[src/rtl/vga_timing_pkg.sv]
// Shared VGA timing definitions for the generator and receiver sides.
// Holds the default 640x480@60 constants (800 x 525 totals) and the
// receiver lock-FSM state type.
package vga_timing_pkg;

    // Horizontal timing, pixel clocks
    localparam int unsigned VgaHSync  = 96;
    localparam int unsigned VgaHBp    = 48;
    localparam int unsigned VgaHAct   = 640;
    localparam int unsigned VgaHFp    = 16;
    localparam int unsigned VgaHTotal = VgaHSync + VgaHBp + VgaHAct + VgaHFp;

    // Vertical timing, lines
    localparam int unsigned VgaVSync  = 2;
    localparam int unsigned VgaVBp    = 33;
    localparam int unsigned VgaVAct   = 480;
    localparam int unsigned VgaVFp    = 10;
    localparam int unsigned VgaVTotal = VgaVSync + VgaVBp + VgaVAct + VgaVFp;

    // Receiver mode-lock state
    typedef enum logic [1:0] {
        StSearch,
        StMeasure,
        StLocked
    } rx_state_e;

endpackage

[src/rtl/sync_edge_detect.sv]
// Brings one asynchronous active-low sync input into the clk_25MHz domain
// and flags its assertion (high-to-low) edge.
//   clk_25MHz   : pixel clock
//   rst_n       : asynchronous active-low reset (all stages reset high = idle)
//   sync_in_n   : raw asynchronous sync, low = asserted
//   sync_n      : synchronized level
//   assert_edge : one-cycle pulse when the synchronized level falls
module sync_edge_detect (
    input  logic clk_25MHz,
    input  logic rst_n,
    input  logic sync_in_n,
    output logic sync_n,
    output logic assert_edge
);

    logic meta_q;
    logic sync_q;
    logic prev_q;

    always_ff @(posedge clk_25MHz or negedge rst_n) begin
        if (!rst_n) begin
            meta_q <= 1'b1;
            sync_q <= 1'b1;
            prev_q <= 1'b1;
        end else begin
            meta_q <= sync_in_n;
            sync_q <= meta_q;
            prev_q <= sync_q;
        end
    end

    assign sync_n      = sync_q;
    assign assert_edge = ~sync_q & prev_q;

endmodule

[src/rtl/vga_sync_receiver.sv]
// VGA sync receiver: measures line length (clocks) and frame length (lines)
// from external hsync/vsync, locks after LOCK_FRAMES consecutive matching
// frames, then reconstructs pixel coordinates and an active-video flag.
//   clk_25MHz, rst_n   : pixel clock, asynchronous active-low reset
//   hsync_n, vsync_n   : asynchronous active-low syncs
//   locked             : mode locked
//   h_total, v_total   : last measured line length / frame length
//   pixel_x, pixel_y   : active-area coordinates, zero outside active video
//   video_on           : active area and locked
//   frame_start        : one-cycle pulse per vsync assertion edge
module vga_sync_receiver
    import vga_timing_pkg::*;
#(
    parameter int unsigned H_SYNC      = VgaHSync,
    parameter int unsigned H_BP        = VgaHBp,
    parameter int unsigned H_ACT       = VgaHAct,
    parameter int unsigned V_SYNC      = VgaVSync,
    parameter int unsigned V_BP        = VgaVBp,
    parameter int unsigned V_ACT       = VgaVAct,
    parameter int unsigned LOCK_FRAMES = 2,
    parameter int unsigned H_TIMEOUT   = 4095,
    parameter int unsigned V_TIMEOUT   = 2047
) (
    input  logic        clk_25MHz,
    input  logic        rst_n,
    input  logic        hsync_n,
    input  logic        vsync_n,
    output logic        locked,
    output logic [15:0] h_total,
    output logic [15:0] v_total,
    output logic [15:0] pixel_x,
    output logic [15:0] pixel_y,
    output logic        video_on,
    output logic        frame_start
);

    localparam logic [15:0] HStart     = 16'(H_SYNC + H_BP);
    localparam logic [15:0] HEnd       = 16'(H_SYNC + H_BP + H_ACT);
    localparam logic [15:0] VStart     = 16'(V_SYNC + V_BP);
    localparam logic [15:0] VEnd       = 16'(V_SYNC + V_BP + V_ACT);
    localparam logic [15:0] HTimeout   = 16'(H_TIMEOUT);
    localparam logic [15:0] VTimeout   = 16'(V_TIMEOUT);
    localparam logic [15:0] LockFrames = 16'(LOCK_FRAMES);

    logic hs_level, vs_level, hs_edge, vs_edge;
    logic unused_levels;

    sync_edge_detect u_hsync (
        .clk_25MHz   (clk_25MHz),
        .rst_n       (rst_n),
        .sync_in_n   (hsync_n),
        .sync_n      (hs_level),
        .assert_edge (hs_edge)
    );

    sync_edge_detect u_vsync (
        .clk_25MHz   (clk_25MHz),
        .rst_n       (rst_n),
        .sync_in_n   (vsync_n),
        .sync_n      (vs_level),
        .assert_edge (vs_edge)
    );

    // Only the edges are used; pulse widths are not measured.
    assign unused_levels = hs_level ^ vs_level;

    rx_state_e   state_q, state_d;
    logic [15:0] h_cnt_q, h_cnt_d, v_cnt_q, v_cnt_d;
    logic [15:0] h_prev_q, h_prev_d, match_cnt_q, match_cnt_d;
    logic [15:0] h_total_q, h_total_d, v_total_q, v_total_d;
    logic        hold_q, hold_d, h_unstable_q, h_unstable_d;

    logic [15:0] line_len, frame_len;
    logic        unstable_now, match, timeout;
    logic        in_h, in_v, video_d;

    assign line_len  = h_cnt_q + 16'd1;
    // A line ending together with the vsync edge still belongs to the old frame.
    assign frame_len    = hs_edge ? v_cnt_q + 16'd1 : v_cnt_q;
    assign unstable_now = h_unstable_q | (hs_edge & (line_len != h_prev_q));
    assign match        = (frame_len == v_total_q) & ~unstable_now;
    assign timeout      = (h_cnt_q == HTimeout) | (v_cnt_q == VTimeout);

    // Line / frame counters
    always_comb begin
        h_cnt_d   = h_cnt_q;
        v_cnt_d   = v_cnt_q;
        hold_d    = hold_q;
        h_total_d = h_total_q;
        if (timeout) begin
            // Park both counters at zero until sync activity resumes.
            h_cnt_d = '0;
            v_cnt_d = '0;
            hold_d  = 1'b1;
        end else begin
            if (hs_edge) begin
                h_cnt_d   = '0;
                h_total_d = line_len;
                v_cnt_d   = v_cnt_q + 16'd1;
            end else if (!hold_q) begin
                h_cnt_d = h_cnt_q + 16'd1;
            end
            if (vs_edge) begin
                v_cnt_d = '0;
            end
            if (hs_edge || vs_edge) begin
                hold_d = 1'b0;
            end
        end
    end

    // Lock FSM and stability tracking
    always_comb begin
        state_d      = state_q;
        h_prev_d     = h_prev_q;
        h_unstable_d = h_unstable_q;
        match_cnt_d  = match_cnt_q;
        v_total_d    = v_total_q;
        if (hs_edge) begin
            h_prev_d     = line_len;
            h_unstable_d = unstable_now;
        end
        if (vs_edge) begin
            h_unstable_d = 1'b0;
        end
        case (state_q)
            StSearch: begin
                v_total_d   = '0;
                h_prev_d    = '0;
                match_cnt_d = '0;
                if (vs_edge) begin
                    state_d = StMeasure;
                end
            end
            StMeasure: begin
                if (vs_edge) begin
                    v_total_d = frame_len;
                    if (match) begin
                        match_cnt_d = match_cnt_q + 16'd1;
                        if (match_cnt_q + 16'd1 >= LockFrames) begin
                            state_d = StLocked;
                        end
                    end else begin
                        match_cnt_d = '0;
                    end
                end
            end
            StLocked: begin
                if (vs_edge) begin
                    v_total_d = frame_len;
                    if (!match) begin
                        state_d     = StMeasure;
                        match_cnt_d = '0;
                    end
                end
            end
            default: state_d = StSearch;
        endcase
        if (timeout) begin
            state_d = StSearch;
        end
    end

    assign in_h    = (h_cnt_q >= HStart) && (h_cnt_q < HEnd);
    assign in_v    = (v_cnt_q >= VStart) && (v_cnt_q < VEnd);
    assign video_d = (state_q == StLocked) && in_h && in_v;

    always_ff @(posedge clk_25MHz or negedge rst_n) begin
        if (!rst_n) begin
            state_q      <= StSearch;
            h_cnt_q      <= '0;
            v_cnt_q      <= '0;
            hold_q       <= 1'b0;
            h_prev_q     <= '0;
            h_unstable_q <= 1'b0;
            match_cnt_q  <= '0;
            h_total_q    <= '0;
            v_total_q    <= '0;
            locked       <= 1'b0;
            video_on     <= 1'b0;
            pixel_x      <= '0;
            pixel_y      <= '0;
            frame_start  <= 1'b0;
        end else begin
            state_q      <= state_d;
            h_cnt_q      <= h_cnt_d;
            v_cnt_q      <= v_cnt_d;
            hold_q       <= hold_d;
            h_prev_q     <= h_prev_d;
            h_unstable_q <= h_unstable_d;
            match_cnt_q  <= match_cnt_d;
            h_total_q    <= h_total_d;
            v_total_q    <= v_total_d;
            locked       <= (state_d == StLocked);
            video_on     <= video_d;
            pixel_x      <= video_d ? h_cnt_q - HStart : 16'd0;
            pixel_y      <= video_d ? v_cnt_q - VStart : 16'd0;
            frame_start  <= vs_edge;
        end
    end

    assign h_total = h_total_q;
    assign v_total = v_total_q;

endmodule

[config.mk]
export PLATFORM = sky130hd
export DESIGN_NAME = vga_sync_receiver
export DESIGN_NICKNAME = d
export VERILOG_FILES = /design/src/rtl/vga_timing_pkg.sv /design/src/rtl/sync_edge_detect.sv /design/src/rtl/vga_sync_receiver.sv
export SDC_FILE = /design/constraint.sdc
export NUM_CORES = 1
export LEC_CHECK = 0
export ABC_AREA = 1
export CAP_MARGIN = 40
export CORE_ASPECT_RATIO = 0.5
export CORE_MARGIN = 2
export CORE_UTILIZATION = 35
export DETAILED_ROUTE_END_ITERATION = 8
export PLACE_DENSITY = 0.58
export SYNTH_ARGS = -nofsm -noshare
export SYNTH_HDL_FRONTEND = slang
export SYNTH_SLANG_ARGS = --single-unit
export TNS_END_PERCENT = 1
[constraint.sdc]
create_clock -name clk_25MHz -period 2.5 [get_ports clk_25MHz]
set_input_delay 0.25 -clock clk_25MHz [delete_from_list [all_inputs] [get_ports clk_25MHz]]
set_output_delay 0.25 -clock clk_25MHz [all_outputs]
set_load 0.01 [all_outputs]
==> flow_metrics.tcl <==
set metrics [dict create \
    cts_tree "built" \
    crit_path_start "h_cnt_q[0]" \
    place_inst 1352 \
    antenna_found_initial 0 \
    num_vias 6711 \
    instances_no_fill 1395 \
    pre_cts_slack_ns -0.217 \
    skew_ns 0.00782 \
    nets 1126 \
    gp_congestion 0.868 \
    rows 37 \
    pwr-share-clk 0.341 \
    timing.fmax_mhz 373 \
    multiInputGateArea_mm2 0.00347 \
    arrival_ns 3.04 \
    finalHoldViolCount 0 \
    ys_top_cells_by_count "nand2_1 (250), dfrtp_1 (135), inv_1 (125), nor2_1 (101), nand3_1 (80)" \
    dieArea_mm2 0.0223 \
    synth_top_family_by_area "simple AND/OR/NAND/NOR gates" \
    drc 0 \
    fp.dieW_um 209 \
    fin_area_mm2 0.00991 \
    ios 71 \
    cts-root-buf "clkbuf_16" \
    clock_latency_ns 0.43 \
    power_leakage_nw 4.72 \
    power.density_mw_per_mm2 669 \
    syn_inst 945 \
    synth-compound-area-share 0.0882 \
    syn_to_final_growth_pct 34.9 \
    relSlewSlack 0.558 \
    synthFlopType "dfrtp_1" \
    io_buffer_count 70 \
    vdd.ir_drop.worst_mv 0.454 \
    crit_chain "buf_6 > inv_2 > ha_1 > xor2_1 > a21oi_1 > nand4_1 > nor2_2 > nand3_4 > a21oi_4 > nand2_4 > o21bai_4 > clkbuf_16 > nand2_1 > o21ai_1" \
    synth-seq-area-share 0.481 \
    drtIter0Drc 462 \
    grtUsageTotal 0.190 \
    post_synth.cell_area_avg_um2 7.78 \
    core_mm2 0.0206 \
    critPathKind "flip-flop to flip-flop" \
    grt-ovfl-total 0 \
    slowest_stage "dfrtp_1" \
    ys_ff_latch 141 \
    cts_max_path_buffers 2 \
    dr_wl_met2_um 8820 \
    synth_area_leader_cell "dfrtp_1" \
    violations "setup timing" \
    antennaDiodeCount 0 \
    worstPathMaxFanout 8 \
    slew_viol_final 0 \
    yosysUniqueCellTypes 38 \
    cp-start-kind "flip-flop" \
    htreeDepth 4 \
    power.internal_w 0.00450 \
    cts.clk_slew.worst_paths_ns 0.06 \
    placed_cell_area_mm2 0.00900 \
    start_util 0.358 \
    synth_fa_ha_area_frac 0.0204 \
    antenna_left 0 \
    grt_pass1_vias 6359 \
    synth.area.top_cells "dfrtp_1 (46%), nand2_1 (13%), inv_1 (6.4%), nand3_1 (5.4%), nor2_1 (5.2%)" \
    pwr-share-comb 0.276 \
    syn_area_mm2 0.00735 \
    end_kind "flip-flop" \
    highest_layer "met4" \
    synth_top_area_frac 0.459 \
    drt_pass1_iterations 7 \
    wirelength_met1_um 10400 \
    synth-async-reset-ratio 1.00 \
    die_y_um 106 \
    r2r_start "h_cnt_q[0]" \
    synth_xor_area_frac 0.0424 \
    switching_share 0.322 \
    finalPower_w 0.00664 \
    max_slew.worst_pin.slew_ns 0.663 \
    setup_ws_ns -0.183 \
    yosysWarningCount 0 \
    seq_area_mm2 0.00354 \
    fin_crit_ns 2.68 \
    power.switching_w 0.00213 \
    wire_per_inst_um 14.8 \
    yosysMostFrequentCell "nand2_1" \
    max-cap-violations 0 \
    hpwl_um 14900 \
    min_period_over_period 1.07 \
    vias_per_cell 4.81 \
    wl_um 20700 \
    critical-path-max-stage-delay_ns 0.40 \
    met3_length_um 1250 \
    synthMuxAreaShare 0 \
    hp-start "hsync_n" \
    critPathRequiredTime_ns 2.85 \
    drive_gt1_frac 0.176 \
    synth_edf_count 0 \
    grt_pass1_wl_um 32800 \
    hp-class "primary input to flip-flop" \
    pwr-share-seq 0.383 \
    outcome "finished with violations" \
    setup_viol 17 \
    cts_num_sinks 141 \
    synth-simple-area-share 0.286 \
    grt_max_degree 58 \
    rsz0062_at_grt "yes" \
    cts_buffers 17 \
    fillCellCount 1978 \
]
final timing paths:
kind | to | slack [ns] | cells after the start
min in group asynchronous | v_cnt_q[15] | 0.36 | 2
min reg2reg | u_vsync.sync_n | 0.35 | 0
max | match_cnt_q[11] | -0.18 | 14
min | u_hsync.meta_q | 0.23 | 1
max reg2reg | match_cnt_q[11] | -0.18 | 14
max in group asynchronous | u_vsync.meta_q | 1.43 | 3
final cells by class:
cell class / count / share of cell area
sequential: 141 / 0.357
multi-input combinational: 655 / 0.350
timing repair buffer: 168 / 0.159
inverter: 127 / 0.0481
clock buffer: 24 / 0.0476
tap: 273 / 0.0345
clock inverter: 7 / 0.00429
state kept, by name (all words and copies together), names as in the netlist, 2 cells and up:
name         cells
h_cnt_q         16
h_prev_q        16
h_total         16
match_cnt_q     16
pixel_x         16
pixel_y         16
state_q          2
v_cnt_q         16
v_total         16
layer usage:
layer / global-route usage / vias to the layer above
met4: 0.0474 / 0
met5: 0 / -
met1: 0.277 / 3173
met3: 0.0493 / 14
li1: - / 3352
met2: 0.279 / 172
cells in the final DEF (no fill, tap or decap), types with 3 or more instances in the layout:
cell type / netlist / final
dfrtp_1: 135 / 132
clkdlybuf4s50_1: 0 / 69
buf_4: 5 / 84
o21ai_0: 34 / 31
o21ai_1: 17 / 18
nor2_4: 6 / 15
nor2_2: 4 / 9
nand3_1: 80 / 73
buf_12: 0 / 6
dfstp_2: 6 / 6
nand4_1: 14 / 14
nand2_4: 0 / 5
nand2_2: 6 / 12
clkbuf_1: 13 / 5
inv_1: 125 / 124
ha_1: 12 / 9
nand3_2: 1 / 5
clkinv_2: 0 / 4
nand3_4: 0 / 3
conb_1: 1 / 3
clkbuf_16: 0 / 19
nor3_1: 17 / 17
dfrtp_2: 0 / 3
clkinvlp_4: 0 / 3
nand2_1: 250 / 239
a21oi_1: 29 / 28
or2_2: 5 / 5
xor2_1: 31 / 30
o22ai_1: 29 / 29
buf_6: 1 / 5
nor2_1: 101 / 87
cell families after synthesis:
family          Yosys count
fa+ha+maj                12
compound gates          116
flops                   141
other cells               1
simple gates            490
buf+inv                 151
xor+xnor                 34
power groups by stage:
stage                     sequential [W]  clock [W]  combinational, W
final                            0.00254    0.00226           0.00183
after detailed placement         0.00256          0           0.00153
after floorplan                  0.00257          0          0.000851
after global placement           0.00256          0           0.00152
after CTS                        0.00252    0.00232           0.00155
after global routing             0.00256    0.00244           0.00200
critical path, delay by kind of cell (launching register included):
family	cells	cell delay, ns
buf+inv	3	0.40
fa+ha+maj	1	0.33
simple gates	5	0.57
flops	1	0.40
xor+xnor	1	0.18
compound gates	4	0.71
metrics by stage:
step                      hold slack [ns]  setup TNS (ns)  utilization
after global routing                0.233           -5.59        0.482
after detailed placement            0.263           -3.27        0.438
after floorplan                   -0.0456               0            -
final                               0.233           -2.67        0.482
after CTS                           0.220          -0.348        0.465
after global placement              0.261           -1.71        0.438
what timing repair did:
item / 4_1_cts / 5_1_grt
hold endpoints to repair: 52 / 0
pin swaps: 0 / 27
setup buffers: 0 / 8
gates resized for setup: 11 / 60
gates cloned: 0 / 3
hold buffers: 1 / 0
setup endpoints to repair: 19 / 19
(Power assumes the default switching activity.)
